<file path="src/rtl/adder_ctrl_pkg.sv">
// Shared definitions for the multi-word serial adder controller.
package adder_ctrl_pkg;

  // Controller states; encodings are shared with other blocks that decode them.
  typedef enum logic [1:0] {
    ST_IDLE = 2'd0,
    ST_RUN  = 2'd1,
    ST_DONE = 2'd2
  } add_state_e;

  // Width of a slice index; never narrower than one bit so WORDS=1 still works.
  function automatic int idx_width(input int words);
    return (words > 1) ? $clog2(words) : 1;
  endfunction

endpackage : adder_ctrl_pkg

</file>
<file path="src/rtl/ripple_adder_prim.sv">
// One WIDTH-bit ripple-carry adder slice, built as a chain of full adders.
module ripple_adder_prim #(
  parameter int WIDTH = 4
) (
  input  logic [WIDTH-1:0] a_i,
  input  logic [WIDTH-1:0] b_i,
  input  logic             cin_i,
  output logic [WIDTH-1:0] sum_o,
  output logic             cout_o
);

  logic [WIDTH:0] carry;

  // Ripple the carry bit by bit from the slice carry-in.
  // NOTE: every variable written in always_comb is assigned before any branch
  // or loop reads it, so no path leaves it holding a value and no latch is inferred.
  always_comb begin
    carry    = '0;
    sum_o    = '0;
    carry[0] = cin_i;
    for (int i = 0; i < WIDTH; i++) begin
      sum_o[i]   = a_i[i] ^ b_i[i] ^ carry[i];
      carry[i+1] = (a_i[i] & b_i[i]) | (carry[i] & (a_i[i] ^ b_i[i]));
    end
  end

  assign cout_o = carry[WIDTH];

endmodule : ripple_adder_prim

</file>
<file path="src/rtl/multiword_add_ctrl.sv">
// Multi-word adder: adds two WIDTH*WORDS-bit operands one WIDTH-bit slice per
// clock using a single slice adder, with valid/ready handshakes on both sides.
module multiword_add_ctrl
  import adder_ctrl_pkg::*;
#(
  parameter int WIDTH = 4,
  parameter int WORDS = 4
) (
  input  logic                   clk,
  input  logic                   rst_n,
  input  logic                   in_valid,
  output logic                   in_ready,
  input  logic [WIDTH*WORDS-1:0] a,
  input  logic [WIDTH*WORDS-1:0] b,
  input  logic                   cin,
  output logic                   out_valid,
  input  logic                   out_ready,
  output logic [WIDTH*WORDS-1:0] sum,
  output logic                   cout,
  output logic                   busy
);

  localparam int N     = WIDTH * WORDS;
  localparam int IDX_W = idx_width(WORDS);
  localparam logic [IDX_W-1:0] LAST_IDX = IDX_W'(WORDS - 1);

  add_state_e       state_q, state_d;
  logic [IDX_W-1:0] idx_q, idx_d;
  logic             carry_q, carry_d;
  logic [N-1:0]     sum_q, sum_d;
  logic             cout_q, cout_d;
  logic [N-1:0]     a_q, b_q;
  logic             capture;

  logic [WIDTH-1:0] a_slice, b_slice, slice_sum;
  logic             slice_cout;

  // Captured operand slice selected by the current index.
  assign a_slice = a_q[int'(idx_q)*WIDTH +: WIDTH];
  assign b_slice = b_q[int'(idx_q)*WIDTH +: WIDTH];

  ripple_adder_prim #(
    .WIDTH (WIDTH)
  ) u_slice_add (
    .a_i    (a_slice),
    .b_i    (b_slice),
    .cin_i  (carry_q),
    .sum_o  (slice_sum),
    .cout_o (slice_cout)
  );

  // Next-state and datapath update: accept in IDLE, one slice per RUN cycle,
  // hold the result in DONE until the consumer takes it.
  always_comb begin
    state_d = state_q;
    idx_d   = idx_q;
    carry_d = carry_q;
    sum_d   = sum_q;
    cout_d  = cout_q;
    capture = 1'b0;
    unique case (state_q)
      ST_IDLE: begin
        if (in_valid) begin
          capture = 1'b1;
          idx_d   = '0;
          carry_d = cin;
          state_d = ST_RUN;
        end
      end
      ST_RUN: begin
        sum_d[int'(idx_q)*WIDTH +: WIDTH] = slice_sum;
        carry_d = slice_cout;
        if (idx_q == LAST_IDX) begin
          cout_d  = slice_cout;
          idx_d   = '0;
          state_d = ST_DONE;
        end else begin
          idx_d = idx_q + IDX_W'(1);
        end
      end
      ST_DONE: begin
        if (out_ready) state_d = ST_IDLE;
      end
      default: state_d = ST_IDLE;
    endcase
  end

  // Control and result registers; reset abandons any operation in flight.
  // NOTE: sequential state uses non-blocking assignments so every flop samples
  // the values from before the edge, independent of statement order.
  always_ff @(posedge clk or negedge rst_n) begin
    if (!rst_n) begin
      state_q <= ST_IDLE;
      idx_q   <= '0;
      carry_q <= 1'b0;
      sum_q   <= '0;
      cout_q  <= 1'b0;
    end else begin
      state_q <= state_d;
      idx_q   <= idx_d;
      carry_q <= carry_d;
      sum_q   <= sum_d;
      cout_q  <= cout_d;
    end
  end

  // Operand capture on acceptance; held unchanged for the whole operation.
  // NOTE: these are pure data registers, only read after a capture has loaded
  // them, so they carry no reset.
  always_ff @(posedge clk) begin
    if (capture) begin
      a_q <= a;
      b_q <= b;
    end
  end

  assign in_ready  = (state_q == ST_IDLE);
  assign out_valid = (state_q == ST_DONE);
  assign busy      = (state_q != ST_IDLE);
  assign sum       = sum_q;
  assign cout      = cout_q;

endmodule : multiword_add_ctrl

</file>
<file path="config.mk">
export PLATFORM = sky130hd
export DESIGN_NAME = multiword_add_ctrl
export DESIGN_NICKNAME = d
export VERILOG_FILES = /design/src/rtl/adder_ctrl_pkg.sv /design/src/rtl/ripple_adder_prim.sv /design/src/rtl/multiword_add_ctrl.sv
export SDC_FILE = /design/constraint.sdc
export NUM_CORES = 1
export LEC_CHECK = 0
export ABC_AREA = 1
export BUFFER_PORTS_ARGS = -buffer_cell sky130_fd_sc_hd__buf_2
export CAP_MARGIN = 20
export CORE_UTILIZATION = 35
export DETAILED_ROUTE_END_ITERATION = 8
export GPL_TIMING_DRIVEN = 0
export PLACE_DENSITY = 0.61
export SLEW_MARGIN = 25
export SYNTH_ARGS = -nofsm -noshare
export SYNTH_HDL_FRONTEND = slang
export SYNTH_SLANG_ARGS = --single-unit
</file>
<file path="constraint.sdc">
create_clock -name clk -period 3 [get_ports clk]
set_input_delay 0.6 -clock clk [delete_from_list [all_inputs] [get_ports clk]]
set_output_delay 0.6 -clock clk [all_outputs]
set_load 0.02 [all_outputs]
</file>
==> key figures, run 1 <==
Setup path
  – Critical path capture point type: register
  – Endpoint of the worst-slack reg-to-reg timing path: sum[15]
  – Element type at the critical path start: register
  – Register-to-register setup slack: 0.26 ns
  – Arr. time, crit path: 2.95 ns
  – Crit. Startpoint: idx_q[0]
  – Req. time, crit path: 3.21 ns
  – Number of cell instances on the worst register-to-register path: 16
  – CP Max Fanout: 7
  – Startpoint of the worst-slack reg-to-reg timing path: idx_q[0]
  – Class of the most critical setup path: register to register

Power and ir drop
  – Standby leakage power: 1.489 nW
  – Final total power: 3.257 mW
  – Power per Cell Area: 1069 nW/um^2
  – Worst vdd rail ir drop: 0.0003642 V

Global routing
  – Residual overflow from global routing: 0
  – Overall Global Routing Usage: 0.1302
  – Pin count of the biggest net entering global routing: 33
  – Vias in the first global route: 1608
  – Antenna violations before repair: 0
  – Wire length of the first global-routing pass: 7376 um

Yosys
  – Portion of the post-synthesis area used by sequential elements: 0.6170
  – Post-synthesis register bit count: 54
  – Most frequently used flop master after synthesis: sky130_fd_sc_hd__edfxtp_1
  – Mean instance size in the synthesized netlist: 10.12 um^2
  – Syn_nets: 289
  – Syn Inst Count: 242
  – Unique cell type count in the Yosys netlist: 23
  – Synthesis Warnings: 0
  – EDFF count, synth: 32
  – Post-Synthesis Cell Area: 2450 um^2
  – Share of async-settable or async-resettable flops after synthesis: 0.4074

Floorplan
  – I/O pin cnt: 57
  – Height of the die: 85.67 um
  – Effective utilization at floorplan: 0.3606
  – Die Width: 85.67 um
  – Die Footprint: 7338 um^2
  – Rows: 30
  – Total core area: 6794 um^2

Final layout
  – Fraction of layout cells with a size suffix above 1: 0.2839
  – Combined area of the multi-input logic cells: 784.5 um^2
  – Design area: 3047 um^2
  – Area added between synthesis and finish: 24.36%
  – Number of non-filler instances in the completed layout: 406
  – Combined flip-flop and latch cell area: 1511 um^2
  – Count of inserted antenna diode cells: 0
  – Number of fillers in the final layout: 676
  – Nets@finish: 356

STA
  – Period utilization: 0.9144
  – Peak Freq: 364.6 MHz
  – Total of endpoints with negative setup slack in the final report: 0
  – Pin slew with the least headroom to its limit: 0.6194 ns
  – Sum of negative setup slack: 0 ns
  – Max-Slew Margin vs Limit: 0.5864
  – Time the final worst path needs with I/O delays and setup: 2.743 ns
  – Number of pins with negative max-slew slack in the final report: 0
  – Worst setup skew after layout: 0.01244 ns
  – Count of endpoints failing hold in the final timing report: 0
  – Setup repair after global routing missed its margin: no

Clock network
  – Number of buffers on the longest clock path: 2
  – H-tree levels: 2
  – Num CTS Buffers: 5
  – Root Buffer Master: sky130_fd_sc_hd__clkbuf_8
  – Number of hold buffers added after cts: 0
  – Later-pin clock latency in the skew report: 0.31 ns
  – Clock-pin transition on the worst setup and hold timing paths: 0.10 ns
  – Clock tree sinks: 54
  – CTS tree: yes

Placed design
  – Placed wire-length estimate after detailed placement: 3271 um
  – Placement-stage cell area: 2850 um^2
  – Number of buffer cells added on primary ports: 56
  – # placed instances: 394
  – Final weighted congestion in routability-driven placement: 0.7354

Routing
  – Total length of routed wires: 4271 um
  – Remaining number of nets flagged by the antenna check after routing: 0
  – DRT iter0 DRCs: 60
  – Number of vias in the routed layout: 1718
  – Post-detailed-route wirelength per cell: 10.52 um
  – TritonRoute pass-1 iters: 6
  – Via density per instance: 4.232
  – DRC errors left: 1

Flow run
  – Max Cap Viol: 0

Run status
  – Failing checks: design-rule violations
  – Result of the run: complete, but fails checks

Min path
  – Worst min-delay path category: input port to asynchronous set/reset pin
==> power breakdown <==
group | switching, mW | internal, mW
combinational | 1.03 | 0.594
clock | 0.224 | 0.330
sequential | 0.0770 | 1.00
total | 1.33 | 1.92
==> sequential cells by signal (all words and copies together), names as in the netlist <==
signal / cells
b_q: 16
carry_q: 1
cout: 1
sum: 16
a_q: 16
idx_q: 2
state_q: 2
==> per-layer routing <==
layer  vias up  part of all wire  global-route usage
li1        908                 -                   -
met1       757              0.46              0.1697
met2        48              0.46              0.2131
met3         5             0.067             0.04042
met4         0             0.012             0.03182
met5         -                 0                   0
==> timing repair <==
action,4_1_cts,5_1_grt
setup buffers,1,4
setup endpoints to repair,4,5
gates resized for setup,3,13
pin swaps,0,1
cloned,0,0
==> metrics by stage <==
step                      setup slack, ns  utilization  hold WS (ns)
after floorplan                    0.2087            -        0.3044
after global placement            -0.1335       0.4195        0.4615
after detailed placement          -0.1705       0.4195        0.4645
after CTS                         0.02180       0.4394        0.2572
after global routing              0.02503       0.4484        0.2718
final                              0.2569       0.4484        0.2403
==> cells in the mapped netlist (2+ instances only) <==
cell type / instances / share of area
sky130_fd_sc_hd__nor2_1: 11 / 0.017
sky130_fd_sc_hd__inv_1: 25 / 0.038
sky130_fd_sc_hd__nand3_1: 20 / 0.041
sky130_fd_sc_hd__o21ai_0: 11 / 0.022
sky130_fd_sc_hd__buf_4: 3 / 0.0092
sky130_fd_sc_hd__nand2_1: 88 / 0.13
sky130_fd_sc_hd__dfrtp_1: 22 / 0.22
sky130_fd_sc_hd__edfxtp_1: 32 / 0.39
sky130_fd_sc_hd__buf_6: 2 / 0.0092
sky130_fd_sc_hd__nor2_2: 2 / 0.0051
sky130_fd_sc_hd__ha_1: 6 / 0.031
sky130_fd_sc_hd__o211ai_1: 4 / 0.012
sky130_fd_sc_hd__inv_2: 3 / 0.0046
sky130_fd_sc_hd__fa_1: 4 / 0.033
==> cell usage in the layout, fill, tap and decap left out, drive strengths merged, types with 5 or more instances in the layout <==
master,n
buf,66
clkbuf,5
o21ai,13
nor2,14
nand2,89
ha,6
nand3,21
inv,28
edfxtp,32
dfrtp,22
==> worst max path at each step <==
stage / to / slack (ns) / depth (start not counted)
floorplan: sum[15] / 0.21 / 17
CTS: sum[15] / 0.02 / 15
global route: sum[7] / 0.03 / 13
finish: sum[15] / 0.26 / 16
global placement: sum[15] / -0.13 / 15
detailed placement: sum[15] / -0.17 / 15
==> cell type report <==
type / instances / share of cell area
Clock inverter: 3 / 0.02094
Timing Repair Buffer: 61 / 0.1043
Multi-Input combinational cell: 153 / 0.2575
Sequential cell: 54 / 0.4961
Inverter: 29 / 0.04066
Buffer: 5 / 0.01848
Clock buffer: 5 / 0.02259
Tap cell: 96 / 0.03943
==> critical path, stage by stage, from the launching register on <==
cell and delay, ns:
sky130_fd_sc_hd__dfrtp_1 0.37, sky130_fd_sc_hd__buf_6 0.15, sky130_fd_sc_hd__buf_8 0.12, sky130_fd_sc_hd__nand2_1 0.05, sky130_fd_sc_hd__nand3_1 0.08, sky130_fd_sc_hd__nand2_1 0.09, sky130_fd_sc_hd__fa_2 0.36, sky130_fd_sc_hd__inv_2 0.06
sky130_fd_sc_hd__fa_1 0.14, sky130_fd_sc_hd__inv_1 0.05, sky130_fd_sc_hd__fa_1 0.36, sky130_fd_sc_hd__inv_2 0.07, sky130_fd_sc_hd__fa_2 0.47, sky130_fd_sc_hd__nand3_1 0.12, sky130_fd_sc_hd__inv_1 0.04, sky130_fd_sc_hd__nand2_1 0.06
sky130_fd_sc_hd__nand2_1 0.04
==> kinds of logic (layout without fill, tap and decap cells) <==
group | after synthesis | in the layout | share of synthesized area
DFF | 54 | 54 | 0.6170
adders and majority gates | 10 | 10 | 0.06333
buffers and inverters | 35 | 103 | 0.06486
AOI/OAI and AO/OA | 18 | 18 | 0.04341
and+or+nand+nor | 125 | 125 | 0.2114
No activity file was read; power rests on OpenSTA's default activity.
==> inputs of run 2 (changes only) <==
--- a/config.mk
+++ b/config.mk
@@ -8,10 +8,10 @@
 export ABC_AREA = 1
 export BUFFER_PORTS_ARGS = -buffer_cell sky130_fd_sc_hd__buf_2
 export CAP_MARGIN = 20
-export CORE_UTILIZATION = 35
+export CORE_UTILIZATION = 48
 export DETAILED_ROUTE_END_ITERATION = 8
 export GPL_TIMING_DRIVEN = 0
-export PLACE_DENSITY = 0.61
+export PLACE_DENSITY = 0.78
 export SLEW_MARGIN = 25
 export SYNTH_ARGS = -nofsm -noshare
 export SYNTH_HDL_FRONTEND = slang
==> key figures, run 2 (synthesis results as in run 1) <==
Routing
  – Remaining number of nets flagged by the antenna check after routing: 0 (unchanged)
  – Number of vias in the routed layout: 1742 (+1.4%)
  – DRC errors left: 0 (-1)
  – DRT iter0 DRCs: 109 (+82%)
  – Post-detailed-route wirelength per cell: 10.71 um (+1.8%)
  – Total length of routed wires: 4016 um (-6.0%)
  – TritonRoute pass-1 iters: 4 (-2)
  – Via density per instance: 4.645 (+9.8%)

Global routing
  – Antenna violations before repair: 0 (unchanged)
  – Vias in the first global route: 1611 (+0.19%)
  – Overall Global Routing Usage: 0.1683 (+0.03810)
  – Wire length of the first global-routing pass: 6782 um (-8.1%)
  – Pin count of the biggest net entering global routing: 33 (unchanged)
  – Residual overflow from global routing: 0 (unchanged)

Setup path
  – Largest delay share family, worst path: adder cells
  – Critical path capture point type: register
  – Number of buffers and inverters on the critical path: 6 (unchanged)
  – Req. time, crit path: 3.20 ns (about the same)
  – Endpoint of the worst-slack reg-to-reg timing path: sum[11]
  – Critical-path cell list: buf_6 -> buf_8 -> nand2_1 -> nand3_1 -> nand2_1 -> fa_1 -> inv_1 -> fa_1 -> inv_1 -> fa_2 -> inv_2 -> fa_2 -> nand2_1 -> inv_1 -> nand3_1 -> nand2_1
  – Most common cell on crit path: sky130_fd_sc_hd__nand2_1
  – Element type at the critical path start: register
  – Slowest CP cell: sky130_fd_sc_hd__fa_2
  – CP Max Fanout: 10 (+3)
  – Register-to-register setup slack: 0.23 ns (-0.03 ns)
  – Startpoint of the worst-slack reg-to-reg timing path: idx_q[0]
  – Class of the most critical setup path: register to register
  – Largest stage delay on the critical path: 0.47 ns (about the same)
  – Arr. time, crit path: 2.97 ns (+0.02 ns)
  – Number of cell instances on the worst register-to-register path: 16 (unchanged)

Power and ir drop
  – Final total power: 3.065 mW (-5.9%)
  – Combinational share of power: 0.525 (+0.026)
  – Sequential Power Share: 0.351 (+0.020)
  – Standby leakage power: 1.452 nW (-2.5%)
  – Switching fraction of total power: 0.4323 (+0.02311)
  – Internal power of the cells: 1.740 mW (-9.6%)
  – Worst vdd rail ir drop: 0.0004873 V (+34%)
  – Relative contribution of the clock network to total power: 0.125 (-0.045)
  – Power per Cell Area: 1039 nW/um^2 (-2.8%)
  – Net Sw Power: 1.325 mW (-0.57%)

Clock network
  – Clock tree sinks: 54 (unchanged)
  – Later-pin clock latency in the skew report: 0.30 ns (about the same)
  – Clock-pin transition on the worst setup and hold timing paths: 0.10 ns (about the same)
  – Number of buffers on the longest clock path: 2 (unchanged)
  – H-tree levels: 2 (unchanged)
  – Root Buffer Master: sky130_fd_sc_hd__clkbuf_8
  – CTS tree: yes
  – Num CTS Buffers: 5 (unchanged)

Floorplan
  – Rows: 25 (-17%)
  – I/O pin cnt: 57 (unchanged)
  – Die Footprint: 5393 um^2 (-27%)
  – Height of the die: 73.44 um (-14%)
  – Effective utilization at floorplan: 0.5086 (+0.1480)
  – Total core area: 4817 um^2 (-29%)
  – Die Width: 73.44 um (-14%)

Final layout
  – Commonest cells after routing, fill and taps aside: 88 x sky130_fd_sc_hd__nand2_1, 56 x sky130_fd_sc_hd__buf_2, 32 x sky130_fd_sc_hd__edfxtp_1
  – Area added between synthesis and finish: 20.38%
  – Count of inserted antenna diode cells: 0 (unchanged)
  – Design area: 2949 um^2 (-3.2%)
  – Number of non-filler instances in the completed layout: 375 (-7.6%)
  – Most common cell after layout, fill and taps aside: sky130_fd_sc_hd__nand2_1
  – Nets@finish: 354 (-0.56%)
  – Number of fillers in the final layout: 420 (-38%)
  – Fraction of layout cells with a size suffix above 1: 0.2792 (-0.004650)

STA
  – Pin slew with the least headroom to its limit: 0.6054 ns (-0.01409 ns)
  – Period utilization: 0.9238 (+0.009449)
  – Number of pins with negative max-slew slack in the final report: 0 (unchanged)
  – Total of endpoints with negative setup slack in the final report: 0 (unchanged)
  – Worst setup skew after layout: 0.01107 ns (-0.001378 ns)
  – Peak Freq: 360.8 MHz (-1.0%)
  – Worst setup margin: 0.2286 ns (-0.02835 ns)
  – Final hold slack: 0.2343 ns (-0.006008 ns)
  – Max-Slew Margin vs Limit: 0.5958 (+0.009409)
  – Setup repair after global routing missed its margin: no
  – Count of endpoints failing hold in the final timing report: 0 (unchanged)
  – Time the final worst path needs with I/O delays and setup: 2.771 ns (+0.02835 ns)

Placed design
  – Final weighted congestion in routability-driven placement: 0.7818 (+6.3%)
  – Placement-stage cell area: 2814 um^2 (-1.3%)
  – Pre-CTS setup slack: -0.1214 ns (+0.04902 ns)
  – Placed wire-length estimate after detailed placement: 2956 um (-9.6%)
  – Number of buffer cells added on primary ports: 56 (unchanged)
  – # placed instances: 365 (-7.4%)

Run status
  – Result of the run: finished clean

Flow run
  – Max Cap Viol: 0 (unchanged)

Min path
  – Worst min-delay path category: input port to asynchronous set/reset pin
## run 2: metrics by stage
stage	TNS, ns	util
2_1_floorplan	0	-
3_3_place_gp	-0.1986	0.5842
3_5_place_dp	-0.3462	0.5842
4_1_cts	0	0.6023
5_1_grt	0	0.6122
6_report	0	0.6122
## run 2: final cells by class
class	count	area, um^2	share of cell area
Sequential cell	54	1511	0.5125
Inverter	29	123.9	0.04200
Timing Repair Buffer	59	302.8	0.1027
Clock inverter	3	16.27	0.005515
Multi-Input combinational cell	153	789.5	0.2677
Clock buffer	5	68.82	0.02333
Tap cell	67	83.83	0.02843
Buffer	5	52.55	0.01782
## run 2: how the worst max path moves through the flow
stage | cells past startpoint | endpoint | from | slack (ns)
floorplan | 17 | sum[15] | idx_q[0] | 0.21
global placement | 15 | sum[15] | idx_q[1] | -0.08
detailed placement | 15 | sum[15] | idx_q[1] | -0.12
CTS | 15 | sum[15] | idx_q[1] | 0.04
global route | 16 | sum[11] | idx_q[0] | 0.01
finish | 16 | sum[11] | idx_q[0] | 0.23
## run 2: what timing repair did
item	CTS	global route
buffers inserted	1	2
pin swaps	0	1
resized for setup	3	11
hold buffers	0	0
endpoints found under the setup margin	4	4
## run 2: worst register-to-register path: stages (launching register included)
cell	delay, ns
sky130_fd_sc_hd__dfrtp_1	0.39
sky130_fd_sc_hd__buf_6	0.16
sky130_fd_sc_hd__buf_8	0.13
sky130_fd_sc_hd__nand2_1	0.05
sky130_fd_sc_hd__nand3_1	0.08
sky130_fd_sc_hd__nand2_1	0.08
sky130_fd_sc_hd__fa_1	0.38
sky130_fd_sc_hd__inv_1	0.07
sky130_fd_sc_hd__fa_1	0.15
sky130_fd_sc_hd__inv_1	0.05
sky130_fd_sc_hd__fa_2	0.34
sky130_fd_sc_hd__inv_2	0.07
sky130_fd_sc_hd__fa_2	0.47
sky130_fd_sc_hd__nand2_1	0.09
sky130_fd_sc_hd__inv_1	0.04
sky130_fd_sc_hd__nand3_1	0.07
sky130_fd_sc_hd__nand2_1	0.05
## run 2: power by group through the flow
stage / Sequential (mW) / Clock, mW / Combinational [mW]
floorplan: 1.17 / 0 / 1.04
detailed placement: 1.10 / 0 / 1.51
global placement: 1.09 / 0 / 1.48
CTS: 1.07 / 0.390 / 1.52
finish: 1.08 / 0.382 / 1.61
global route: 1.10 / 0.414 / 1.84
## run 2: routing by layer
layer  vias up  track usage  share of wire
met4         0      0.05769          0.011
met1       771       0.1996           0.44
met2        59       0.2956           0.49
li1        908            -              -
met5         -            0              0
met3         4      0.04390          0.055
==> inputs of run 3 (changes only) <==
--- a/config.mk
+++ b/config.mk
@@ -8,11 +8,10 @@
 export ABC_AREA = 1
 export BUFFER_PORTS_ARGS = -buffer_cell sky130_fd_sc_hd__buf_2
 export CAP_MARGIN = 20
-export CORE_UTILIZATION = 48
+export CORE_UTILIZATION = 40
 export DETAILED_ROUTE_END_ITERATION = 8
 export GPL_TIMING_DRIVEN = 0
-export PLACE_DENSITY = 0.78
-export SLEW_MARGIN = 25
+export PLACE_DENSITY = 0.68
 export SYNTH_ARGS = -nofsm -noshare
 export SYNTH_HDL_FRONTEND = slang
 export SYNTH_SLANG_ARGS = --single-unit
==> key figures, run 3 (synthesis results as in run 1) <==
Routing
  – Total length of routed wires: 4500 um (+12%)
  – Post-detailed-route wirelength per cell: 11.63 um (+8.6%)
  – TritonRoute pass-1 iters: 4 (unchanged)
  – DRT iter0 DRCs: 77 (-29%)
  – Number of vias in the routed layout: 1793 (+2.9%)
  – DRC errors left: 0 (unchanged)
  – Via density per instance: 4.633 (-0.26%)
  – Remaining number of nets flagged by the antenna check after routing: 0 (unchanged)

Clock network
  – Number of hold buffers added after cts: 0 (unchanged)
  – Later-pin clock latency in the skew report: 0.31 ns (about the same)
  – Root Buffer Master: sky130_fd_sc_hd__clkbuf_8
  – Clock-pin transition on the worst setup and hold timing paths: 0.11 ns (about the same)
  – H-tree levels: 2 (unchanged)
  – Num CTS Buffers: 5 (unchanged)
  – Number of buffers on the longest clock path: 2 (unchanged)
  – CTS tree: yes
  – Clock tree sinks: 54 (unchanged)

Power and ir drop
  – Sequential Power Share: 0.332 (-0.019)
  – Internal power of the cells: 1.863 mW (+7.1%)
  – Combinational share of power: 0.513 (-0.012)
  – Net Sw Power: 1.374 mW (+3.7%)
  – Worst vdd rail ir drop: 0.0005624 V (+15%)
  – Relative contribution of the clock network to total power: 0.155 (+0.030)
  – Final total power: 3.237 mW (+5.6%)
  – Switching fraction of total power: 0.4244 (-0.007922)
  – Power per Cell Area: 1067 nW/um^2 (+2.7%)
  – Standby leakage power: 1.501 nW (+3.3%)

Final layout
  – Most common cell after layout, fill and taps aside: sky130_fd_sc_hd__nand2_1
  – Design area: 3033 um^2 (+2.8%)
  – Fraction of layout cells with a size suffix above 1: 0.2788 (-0.0003746)
  – Nets@finish: 358 (+1.1%)
  – Area added between synthesis and finish: 23.80%
  – Number of non-filler instances in the completed layout: 387 (+3.2%)
  – Count of inserted antenna diode cells: 0 (unchanged)
  – Commonest cells after routing, fill and taps aside: 88 x sky130_fd_sc_hd__nand2_1, 56 x sky130_fd_sc_hd__buf_2, 32 x sky130_fd_sc_hd__edfxtp_1

Placed design
  – Number of buffer cells added on primary ports: 56 (unchanged)
  – Final weighted congestion in routability-driven placement: 0.7415 (-5.2%)
  – Placed wire-length estimate after detailed placement: 3215 um (+8.7%)
  – Placement-stage cell area: 2824 um^2 (+0.36%)
  – # placed instances: 373 (+2.2%)

Setup path
  – Critical path capture point type: register
  – Arr. time, crit path: 3.04 ns (+0.07 ns)
  – Largest stage delay on the critical path: 0.48 ns (about the same)
  – CP Max Fanout: 8 (-2)
  – Req. time, crit path: 3.21 ns (about the same)
  – Class of the most critical setup path: register to register
  – Number of cell instances on the worst register-to-register path: 17 (+1)
  – Slowest CP cell: sky130_fd_sc_hd__fa_1
  – Element type at the critical path start: register
  – Critical-path cell list: buf_6 -> inv_6 -> buf_8 -> nand2_1 -> nand3_1 -> nand2_1 -> fa_1 -> inv_1 -> fa_1 -> inv_1 -> fa_1 -> inv_1 -> fa_1 -> nand2_1 -> inv_1 -> nand3_1 -> nand2_1

Floorplan
  – Total core area: 5921 um^2 (+23%)
  – Height of the die: 80.26 um (+9.3%)
  – Die Footprint: 6442 um^2 (+19%)
  – I/O pin cnt: 57 (unchanged)
  – Rows: 28 (+12%)
  – Effective utilization at floorplan: 0.4138 (-0.09479)
  – Die Width: 80.26 um (+9.3%)

STA
  – Time the final worst path needs with I/O delays and setup: 2.836 ns (+0.06499 ns)
  – Number of pins with negative max-slew slack in the final report: 0 (unchanged)
  – Setup repair after global routing missed its margin: no
  – Max-Slew Margin vs Limit: 0.6731 (+0.07727)
  – Pin slew with the least headroom to its limit: 0.4903 ns (-0.1150 ns)
  – Worst setup skew after layout: 0.01553 ns (+0.004469 ns)
  – Peak Freq: 352.6 MHz (-2.3%)
  – Count of endpoints failing hold in the final timing report: 0 (unchanged)
  – Period utilization: 0.9455 (+0.02166)
  – Total of endpoints with negative setup slack in the final report: 0 (unchanged)

Flow run
  – Max Cap Viol: 0 (unchanged)

Global routing
  – Pin count of the biggest net entering global routing: 33 (unchanged)
  – Wire length of the first global-routing pass: 7652 um (+13%)
  – Vias in the first global route: 1690 (+4.9%)
  – Residual overflow from global routing: 0 (unchanged)
  – Overall Global Routing Usage: 0.1578 (-0.01051)
  – Antenna violations before repair: 0 (unchanged)

Min path
  – Worst min-delay path category: input port to asynchronous set/reset pin

Run status
  – Result of the run: finished clean
run 3: cell types whose count changed in the layout (fill, tap and decap cells not counted), sizes merged:
cell,previous run,this run
clkinvlp,2,1
inv,28,30
buf,64,68
clkinv,2,0
bufinv,0,1
run 3: what timing repair did:
| item | 4_1_cts | 5_1_grt |
|---|---|---|
| endpoints found under the setup margin | 4 | 4 |
| pin swaps | 0 | 2 |
| gates resized for setup | 3 | 6 |
| setup buffers | 1 | 4 |
run 3: per-stage QoR:
step / hold slack [ns] / utilization / worst slack [ns] / setup TNS [ns]
6_report: 0.2285 / 0.5123 / 0.1636 / 0
5_1_grt: 0.2678 / 0.5123 / 0.006119 / 0
4_1_cts: 0.2502 / 0.4992 / 0.02195 / 0
3_5_place_dp: 0.4536 / 0.4770 / -0.1251 / -0.3262
3_3_place_gp: 0.4592 / 0.4770 / -0.1072 / -0.3146
2_1_floorplan: 0.3044 / - / 0.2087 / 0
run 3: final timing paths:
check / startpoint / to / slack, ns
max: idx_q[0] / sum[11] / 0.16
min: rst_n / sum[13] / 0.23
max reg2reg: idx_q[0] / sum[11] / 0.16
min reg2reg: cout / cout / 0.48
max in group asynchronous: rst_n / sum[0] / 2.43
min in group clk: a[10] / a_q[10] / 0.46
run 3: worst max-delay path, delay by kind of cell, from the launching register on:
kind / cells / cell delay (ns)
adder cells (fa/ha/maj): 4 / 1.37
buffers and inverters: 7 / 0.57
flip-flops: 1 / 0.41
AND/OR/NAND/NOR: 6 / 0.40
run 3: power groups by stage:
| stage | Clock (mW) | Sequential, mW | Combinational (mW) |
|---|---|---|---|
| final | 0.503 | 1.07 | 1.66 |
| after global routing | 0.541 | 1.10 | 1.87 |
| after CTS | 0.514 | 1.08 | 1.57 |
| after detailed placement | 0 | 1.10 | 1.53 |
| after global placement | 0 | 1.09 | 1.51 |
| after floorplan | 0 | 1.17 | 1.04 |
run 3: final cells by class:
class                      count  area (um^2)
buffer                         6        63.81
clock buffer                   5        68.82
clock inverter                 3        48.80
fill                         550         2888
inverter                      29        116.4
multi-input combinational    153        784.5
sequential                    54         1511
tap                           75        93.84
timing repair buffer          62        345.3
run 3: metal layers:
layer,track usage,share of wire
met1,0.1985,0.45
met2,0.2726,0.49
met3,0.03523,0.047
met4,0.04286,0.013
met5,0,0
